### src/rtl/rgb_led_arb_pkg.sv
// Shared types, colour constants and round-robin helper
// for the RGB LED arbiter.
package rgb_led_arb_pkg;

  typedef enum logic [1:0] {
    IDLE,
    SERVE,
    GAP
  } state_t;

  localparam logic [2:0] LED_OFF = 3'b000;
  localparam logic [2:0] LED_R   = 3'b100;
  localparam logic [2:0] LED_G   = 3'b010;
  localparam logic [2:0] LED_B   = 3'b001;
  localparam logic [2:0] LED_W   = 3'b111;

  localparam int MAX_REQ = 8;

  typedef struct packed {
    logic       valid;
    logic [2:0] idx;
  } pick_t;

  // First set bit of req searching from ptr+1 upward, modulo n.
  function automatic pick_t rr_pick(
    input logic [7:0] req,
    input logic [2:0] ptr,
    input int         n
  );
    pick_t      p;
    int         j;
    logic [2:0] jj;
    p = '0;
    for (int k = 1; k <= MAX_REQ; k++) begin
      j  = (int'(ptr) + k) % n;
      jj = 3'(j);
      if (k <= n && !p.valid && req[jj]) begin
        p.valid = 1'b1;
        p.idx   = jj;
      end
    end
    return p;
  endfunction

endpackage

### src/rtl/rgb_led_arbiter_tick_gen.sv
// Prescaler producing a one-cycle tick every TICK_DIV clocks;
// clr restarts the count so a tenure starts on a tick boundary.
module tick_gen #(
  parameter int TICK_DIV = 12_500_000
) (
  input  logic CLK,
  input  logic RST_N,
  input  logic clr,
  output logic tick
);

  localparam int CW = $clog2(TICK_DIV);
  localparam logic [CW-1:0] LAST = CW'(TICK_DIV - 1);

  logic [CW-1:0] cnt;

  always_ff @(posedge CLK or negedge RST_N) begin
    if (!RST_N) begin
      cnt <= '0;
    end else if (clr || cnt == LAST) begin
      cnt <= '0;
    end else begin
      cnt <= cnt + CW'(1);
    end
  end

  assign tick = (cnt == LAST);

endmodule

### src/rtl/rgb_led_arbiter.sv
// Round-robin owner of the on-board RGB LED with a minimum
// dwell per grant, optional blink and a dark gap between owners.
module rgb_led_arbiter
  import rgb_led_arb_pkg::*;
#(
  parameter int N_REQ           = 3,
  parameter int TICK_DIV        = 12_500_000,
  parameter int MIN_DWELL_TICKS = 10
) (
  input  logic               CLK,
  input  logic               RST_N,
  input  logic [N_REQ-1:0]   REQ,
  input  logic [3*N_REQ-1:0] REQ_RGB,
  input  logic [N_REQ-1:0]   REQ_BLINK,
  output logic [N_REQ-1:0]   GNT,
  output logic [2:0]         LED_RGB,
  output logic               BUSY
);

  localparam int IW = $clog2(N_REQ);
  localparam int DW = $clog2(MIN_DWELL_TICKS) + 1;
  localparam logic [DW-1:0] DW_LAST = DW'(MIN_DWELL_TICKS - 1);

  logic [1:0]    rst_sync;
  logic          run;
  logic          tick;
  logic          clr;
  logic          grant;
  pick_t         pick;

  state_t        state, state_n;
  logic [IW-1:0] owner, owner_n;
  logic [IW-1:0] ptr, ptr_n;
  logic [2:0]    col, col_n;
  logic          blk, blk_n;
  logic          phase, phase_n;
  logic [DW-1:0] dwell, dwell_n;

  logic [N_REQ-1:0] gnt_d;
  logic [2:0]       led_d;
  logic             busy_d;

  logic [2:0] rgb_arr [N_REQ];

  for (genvar g = 0; g < N_REQ; g++) begin : g_rgb
    assign rgb_arr[g] = REQ_RGB[3*g +: 3];
  end

  // Release is held off two cycles so the FSM never wakes
  // on a partially released reset.
  always_ff @(posedge CLK or negedge RST_N) begin
    if (!RST_N) rst_sync <= 2'b00;
    else        rst_sync <= {rst_sync[0], 1'b1};
  end

  assign run  = rst_sync[1];
  assign pick = rr_pick(8'(REQ), 3'(ptr), N_REQ);

  tick_gen #(
    .TICK_DIV(TICK_DIV)
  ) u_tick (
    .CLK  (CLK),
    .RST_N(RST_N),
    .clr  (clr),
    .tick (tick)
  );

  always_comb begin
    state_n = state;
    owner_n = owner;
    ptr_n   = ptr;
    col_n   = col;
    blk_n   = blk;
    phase_n = phase;
    dwell_n = dwell;
    grant   = 1'b0;
    clr     = 1'b0;

    unique case (state)
      IDLE: begin
        if (run && pick.valid) grant = 1'b1;
      end
      SERVE: begin
        if (tick) begin
          if (dwell == DW_LAST) begin
            if (!pick.valid) begin
              state_n = IDLE;
            end else if (IW'(pick.idx) != owner) begin
              state_n = GAP;
              clr     = 1'b1;
            end else begin
              grant = 1'b1;
            end
          end else begin
            dwell_n = dwell + DW'(1);
            phase_n = ~phase;
          end
        end
      end
      GAP: begin
        if (tick) begin
          if (pick.valid) grant = 1'b1;
          else            state_n = IDLE;
        end
      end
      default: state_n = IDLE;
    endcase

    if (grant) begin
      state_n = SERVE;
      clr     = 1'b1;
      owner_n = IW'(pick.idx);
      ptr_n   = owner_n;
      col_n   = rgb_arr[owner_n];
      blk_n   = REQ_BLINK[owner_n];
      phase_n = 1'b0;
      dwell_n = '0;
    end

    gnt_d  = '0;
    led_d  = LED_OFF;
    busy_d = (state_n != IDLE);
    if (state_n == SERVE) begin
      gnt_d[owner_n] = 1'b1;
      if (!(blk_n && phase_n)) led_d = col_n;
    end
  end

  always_ff @(posedge CLK or negedge RST_N) begin
    if (!RST_N) begin
      state   <= IDLE;
      owner   <= '0;
      ptr     <= IW'(N_REQ - 1);
      col     <= LED_OFF;
      blk     <= 1'b0;
      phase   <= 1'b0;
      dwell   <= '0;
      GNT     <= '0;
      LED_RGB <= LED_OFF;
      BUSY    <= 1'b0;
    end else begin
      state   <= state_n;
      owner   <= owner_n;
      ptr     <= ptr_n;
      col     <= col_n;
      blk     <= blk_n;
      phase   <= phase_n;
      dwell   <= dwell_n;
      GNT     <= gnt_d;
      LED_RGB <= led_d;
      BUSY    <= busy_d;
    end
  end

endmodule
### config.mk
export PLATFORM = sky130hd
export DESIGN_NAME = rgb_led_arbiter
export DESIGN_NICKNAME = d
export VERILOG_FILES = /design/src/rtl/rgb_led_arb_pkg.sv /design/src/rtl/rgb_led_arbiter_tick_gen.sv /design/src/rtl/rgb_led_arbiter.sv
export SDC_FILE = /design/constraint.sdc
export NUM_CORES = 1
export LEC_CHECK = 0
export CAP_MARGIN = 20
export CORE_MARGIN = 8
export CORE_UTILIZATION = 40
export DETAILED_ROUTE_END_ITERATION = 8
export PLACE_DENSITY = 0.66
export SETUP_SLACK_MARGIN = 0.3
export SYNTH_ARGS = -nofsm -noshare
export SYNTH_HDL_FRONTEND = slang
export SYNTH_SLANG_ARGS = --single-unit
### constraint.sdc
create_clock -name CLK -period 3.2 [get_ports CLK]
set_clock_uncertainty 0.2 [all_clocks]
set_input_delay 0.96 -clock CLK [delete_from_list [all_inputs] [get_ports CLK]]
set_output_delay 0.96 -clock CLK [all_outputs]
set_load 0.1 [all_outputs]
Yosys cells after proc, flatten, opt, wreduce, memory -nomap -nowiden:

Cells that the tools add are included.

* logic and storage cells: 102
* output and inout port bits: 7
* register bits: 49
* bits of input ports: 17

* add/subtract/negate cells: 5
* bitwise gates (word level): 2
* $lt $le $gt $ge: 7
* reduce and logical (&&, ||, !) cells: 13
* multiplexer cells: 53
* eq/ne operators: 7
* div/mod/pow operators: 3

Operators by type and width (number)
* 32-bit by 3-bit remainder unit with 32-bit output (second input constant): 3
* 24-bit by 1-bit adder with 24-bit output (second input constant): 1
* 24-bit equality test (second input constant): 1
* 24-bit 2-to-1 mux: 1
* 1-bit 2-to-1 mux: 23
* 5-bit 2-to-1 mux: 4
* 3-bit 2-to-1 mux: 6
* 2-bit 2-to-1 mux: 8
* 3-bit by 4-bit less-than comparator with 1-bit output (second input constant): 3
* 4-bit 2-to-1 mux: 3
* 1-bit binary-select mux with 3-bit select: 3
* 2-bit by 2-bit adder with 3-bit output (second input constant): 2
* 3-bit binary-select mux with 2-bit select: 1
* 2-bit by 3-bit less-than comparator with 1-bit output (second input constant): 2
* 2-bit one-hot mux with 3 select lines: 1
* 2-bit nonzero test: 3
* 5-bit by 1-bit adder with 5-bit output (second input constant): 1
* 5-bit by 4-bit equality test with 1-bit output (second input constant): 1
* 1-bit logical AND: 5
* 2-bit by 1-bit equality test with 1-bit output (second input constant): 2
* 2-bit by 1-bit adder with 3-bit output (second input constant): 1
* 3-bit greater-or-equal comparator (second input constant): 1
* 2-bit NOT with 3-bit output: 1
* 1-bit one-hot mux with 3 select lines: 1
* 11 further kinds: 12

Logic depth before layout (Yosys ltp):

* depth after elaboration: 23
* mapped depth: 12
* gate-level depth less buffers: 11

Cells and area by module:

From an unflattened synthesis, not the netlist that was laid out.

* cells, all modules: 342
* area total of the unflattened synthesis: 3164.3 µm²

Modules (own cells, without submodules)
* rgb_led_arbiter: area an instance 1855.5 µm², sequential area each 626.9 µm², times used 1, cells each 205
* tick_gen: area an instance 1308.8 µm², sequential area each 600.6 µm², times used 1, cells each 137

Least setup slack after synthesis:

OpenSTA, ideal clock, no wires.

* path kind: reg2reg
* from: register ptr[1]
* to: register LED_RGB[0]
* arrival time: 2998 ps
* path slack: -66 ps
* stages on the path, launching flop included: 11
* library setup time: 68 ps
* clock period less this slack: 3266 ps
* cells stage by stage: dfstp_2 > inv_1 > ha_1 > mux2_2 > o211a_4 > or3_4 > nor2b_4 > and3_4 > a22o_4 > a2111oi_4 > a32o_1

* cells in the longest elaborated chain, start to end: 21
* elaborated cells on any way between the ends: 50
* those cells by class: add/sub (3); div (3); eq/ne (2); mux (35); bitwise (1); reduce/logical (6)

RTL lines
* from (decl): RTL line rgb_led_arbiter.sv:33 `logic [IW-1:0] ptr, ptr_n;`
* from (signal assigned): RTL line rgb_led_arbiter.sv:133 `ptr <= IW'(N_REQ - 1);`
* from (signal assigned): RTL line rgb_led_arbiter.sv:144 `ptr <= ptr_n;`
* 2-bit by 1-bit adder with 3-bit output: RTL line rgb_led_arb_pkg.sv:35 `j = (int'(ptr) + k) % n;`
* 32-bit by 3-bit remainder unit with 32-bit output: RTL line rgb_led_arb_pkg.sv:35
* 1-bit binary-select mux with 3-bit select: RTL line rgb_led_arb_pkg.sv:37 `if (k <= n && !p.valid && req[jj]) begin`
* 1-bit 2-to-1 mux (implied by the code): RTL line rgb_led_arb_pkg.sv:37
* 4-bit 2-to-1 mux: RTL line rgb_led_arb_pkg.sv:37
* 1-bit logical NOT: RTL line rgb_led_arb_pkg.sv:37
* 1-bit logical AND: RTL line rgb_led_arb_pkg.sv:37
* 4-bit 2-to-1 mux: RTL line rgb_led_arb_pkg.sv:37
* [6 not listed]
* 1-bit 2-to-1 mux: RTL line rgb_led_arbiter.sv:85 `if (dwell == DW_LAST) begin`
* 1-bit 2-to-1 mux: RTL line rgb_led_arbiter.sv:84 `if (tick) begin`
* 1-bit one-hot mux with 3 select lines: RTL line rgb_led_arbiter.sv:79 `unique case (state)`
* 1-bit 2-to-1 mux: RTL line rgb_led_arbiter.sv:109 `if (grant) begin`
* 1-bit logical AND: RTL line rgb_led_arbiter.sv:125 `if (!(blk_n && phase_n)) led_d = col_n;`
* 3-bit 2-to-1 mux: RTL line rgb_led_arbiter.sv:125
* 3-bit 2-to-1 mux *: RTL line rgb_led_arbiter.sv:123 `if (state_n == SERVE) begin`
* net led_d[0]: RTL line rgb_led_arbiter.sv:40 `logic [2:0] led_d;`
* to (signal assigned): RTL line rgb_led_arbiter.sv:150 `LED_RGB <= led_d;`
* to (decl): RTL line rgb_led_arbiter.sv:16 `output logic [2:0] LED_RGB,`

Mark *: on every way through the listed nets, which the timed path passes. The rest lies on a longest branch. The select of a mux whose other input is x is not followed.
A chain may end at the register's enable or synchronous reset.

Final worst setup path:

Ends and elaborated chain as after synthesis.

==> summary.md <==
| Metric | Value |
|---|---|
| Hold Path Origin | `rst_sync[0]` |
| Worst slew margin | `0.554` |
| Worst path arrival time | `3320 ps` |
| Placed instance area | `3480 µm²` |
| Antenna Diode Count | `0` |
| Compound-cell area share of the yosys netlist | `0.127` |
| Met2 Wirelength | `3680 µm` |
| Nature of the critical path endpoint | `flop` |
| Reg2reg path depth | `15` |
| Post-route setup slack | `-81.9 ps` |
| Metal-1 WL | `3250 µm` |
| Final setup viols | `7` |
| Simple-Gate Fraction of Synth Area | `0.242` |
| Drt first pass iters | `6` |
| Die area | `10200 µm²` |
| Slew @ Worst Pin | `669 ps` |
| Max-slew violations | `0` |
| Largest net degree at the start of global routing | `32` |
| Total GRT Usage | `0.142` |
| Seq/Total Area, Yosys | `0.424` |
| Post-Synthesis Cells | `299` |
| Proportion of synthesized area in mux cells | `0.0445` |
| Post-Syn Area | `2900 µm²` |
| Post-DP HPWL | `4550 µm` |
| Initial antenna violation count | `0` |
| Final #Nets | `415` |
| Unrepaired setup endpoints after global routing | `true` |
| Dominant synthesized flop cell | `dfrtp_1` |
| Synth area leaders | `dfrtp_1 41%, ha_1 5.6%, nor2_1 5.3%` |
| Final Util | `0.592` |
| WL met3 | `304 µm` |
| Worst Setup SP | `ptr[1]` |
| Netlist cell types | `58` |
| Detailed-route DRC error count | `0` |
| Hold Path Class | `reg -> reg` |
| Crit path max fanout | `6` |
| Worst ir drop on vdd | `0.000690 V` |
| Pwr/cell area | `957 nW/µm²` |
| Total Wirelength | `7330 µm` |
| Fin crit share | `1.03` |
| Num rows | `31` |
| Clock Path Buffers | `2` |
| Max Cap Viol | `0` |
| DIE WIDTH | `101 µm` |
| Fmax | `0.305 GHz` |
| XOR/XNOR share of the synthesized area | `0.0756` |
| Final instance area | `4230 µm²` |
| Status | `finished with violations` |
| Grt ovf | `0` |
| Worst-Skew Late Latency | `300 ps` |
| Clock sink count | `49` |
| CTS tree | `yes` |
| Most frequent cells in the layout | `53 x buf_4, 47 x dfrtp_1, 24 x nor2_4` |
| Final Power | `4.05 mW` |
| Number of synthesis warnings | `0` |
| Post-synth EDFFs | `0` |
| Clock root cell | `clkbuf_8` |
| Cts hold-fix bufs | `0` |
| RePlAce Congestion | `0.916` |
| Vias per inst | `5.34` |
| Main combinational cell family by area after synthesis | `simple AND/OR/NAND/NOR gates` |
| Post-Syn Nets | `329` |
| Vias | `2591` |
| I/O Buffers | `23` |
| RR Startpoint | `ptr[1]` |
| Final Hold Vio Count | `0` |
| Hold Crit Depth | `0` |
| CTS clk-pin slew, worst paths | `100 ps` |
| Crit Path Category | `reg -> reg` |
| Commonest non-fill, non-tap cell in the layout | `buf_4` |
| Area growth from synthesis to layout | `46.0%` |
| Hold endpoint | `rst_sync[1]` |
| Final ANT Viol Nets | `0` |
| Top-area cell type share of the netlist area | `0.415` |
| CP startpoint kind | `flop` |
| Die Ht | `101 µm` |
| Core Region | `7140 µm²` |
| Share of cells above drive strength 1 | `0.409` |
| Failing checks | `negative setup slack` |
| Wire length per cell | `15.1 µm` |
| # fillers | `605` |
| Leakage power figure | `1.79 nW` |
| Worst r2r dst | `LED_RGB[0]` |
| Vias in the first global route | `2591` |
| Cell accounting for the most synthesized area | `dfrtp_1` |
| First-pass GRT wire length | `11900 µm` |
| R2r setup slk | `-80 ps` |
| Synth Area in Adders | `0.0562` |
| Top layer in use | `met4` |
| Mapped Avg Cell Area | `9.68 µm²` |
| I/O pins | `24` |
| Htree depth | `2` |
| Yosys reg bits | `49` |
| Worst hold margin | `163 ps` |
| CTS buffer count | `5` |
| Initial Utilization | `0.406` |
| Number of DRC markers in iteration 0 | `217` |
| Final min period | `3280 ps` |
| Setup TNS | `-396 ps` |
| Worst Path Required | `3240 ps` |
| Asr flop ratio synth | `1.00` |
state kept, by name, indices dropped and copies added (netlist names):
register	flops
BUSY	1
ptr	2
state	2
rst_sync	2
LED_RGB	3
col	3
phase	1
GNT	3
blk	1
dwell	5
u_tick.cnt	24
owner	2
how the worst max path moves through the flow:
| stage | endpoint | slack [ps] | cells past startpoint |
|---|---|---|---|
| 2_1_floorplan | LED_RGB[0] | 90 | 8 |
| 3_3_place_gp | GNT[0] | -570 | 10 |
| 3_5_place_dp | GNT[0] | -610 | 10 |
| 4_1_cts | GNT[1] | 8 | 14 |
| 5_1_grt | GNT[1] | -220 | 15 |
| 6_report | LED_RGB[0] | -80 | 15 |
worst max-delay path: stages (launching register included):
cell       delay, ps
dfstp_2          560
inv_2             60
buf_6            120
ha_4             170
buf_4            140
a21boi_1         130
a211oi_2         330
buf_4            190
nor4_4            40
a21oi_2          170
and3b_2          280
nor3_4            50
buf_6            140
a2111oi_4        270
buf_4            200
a32o_1           170
what timing repair did:
action | in CTS | in global routing
setup endpoints to repair | 47 | 29
gates resized for setup | 47 | 71
pin swaps | 23 | 32
buffers inserted | 21 | 5
gates cloned | 1 | 1
metal layers:
layer	vias to the layer above	GRT usage
met5	-	0
met4	0	0.0424
met3	10	0.0276
met2	65	0.235
met1	1284	0.182
li1	1232	-
cell usage after synthesis (all sizes together) (2+ instances only):
master and count:
dfrtp 48, nor2 41, nand2 20, inv 17, nand3 15, xnor2 15
ha 13, xor2 10, and3 9, a21oi 8, o21ai 8, mux2 7
nand2b 7, nand4 7, nor3 6, a32o 5, mux2i 5, nor4b 4
and2 3, clkbuf 3, or2 3, a2111oi 2, a211oi 2, a21boi 2
a21o 2, a31oi 2, and4 2, buf 2, nand4b 2, nor2b 2
nor4 2, o211ai 2, o21a 2, or3 2
kinds of logic after synthesis:
group	Yosys count
compound gates	46
xor+xnor	25
fa+ha+maj	13
buf+inv	22
flops	49
mux	12
other cells	1
simple gates	131
power by group:
group	leakage [nW]	switching (mW)	internal (mW)	total, mW
clock	0.0423	0.228	0.159	0.388
combinational	1.11	1.39	1.36	2.76
sequential	0.642	0.137	0.764	0.901
total	1.79	1.76	2.29	4.05
final cells by class:
cell class                      instances  area, µm²  share of cell area
Clock buffer                            5       68.8              0.0163
Inverter                               17       63.8              0.0151
Clock inverter                          3       26.3             0.00621
Sequential cell                        49       1230               0.291
Timing Repair Buffer                   84        724               0.171
Multi-Input combinational cell        228       1990               0.471
Tap cell                               99        124              0.0293
per-stage QoR:
step / setup slack, ps / cells
2_1_floorplan: 90.9 / 299
4_1_cts: 7.86 / 479
5_1_grt: -220 / 485
3_5_place_dp: -608 / 449
6_report: -81.9 / 485
3_3_place_gp: -566 / 449
Power figures use the tool's default switching activity.
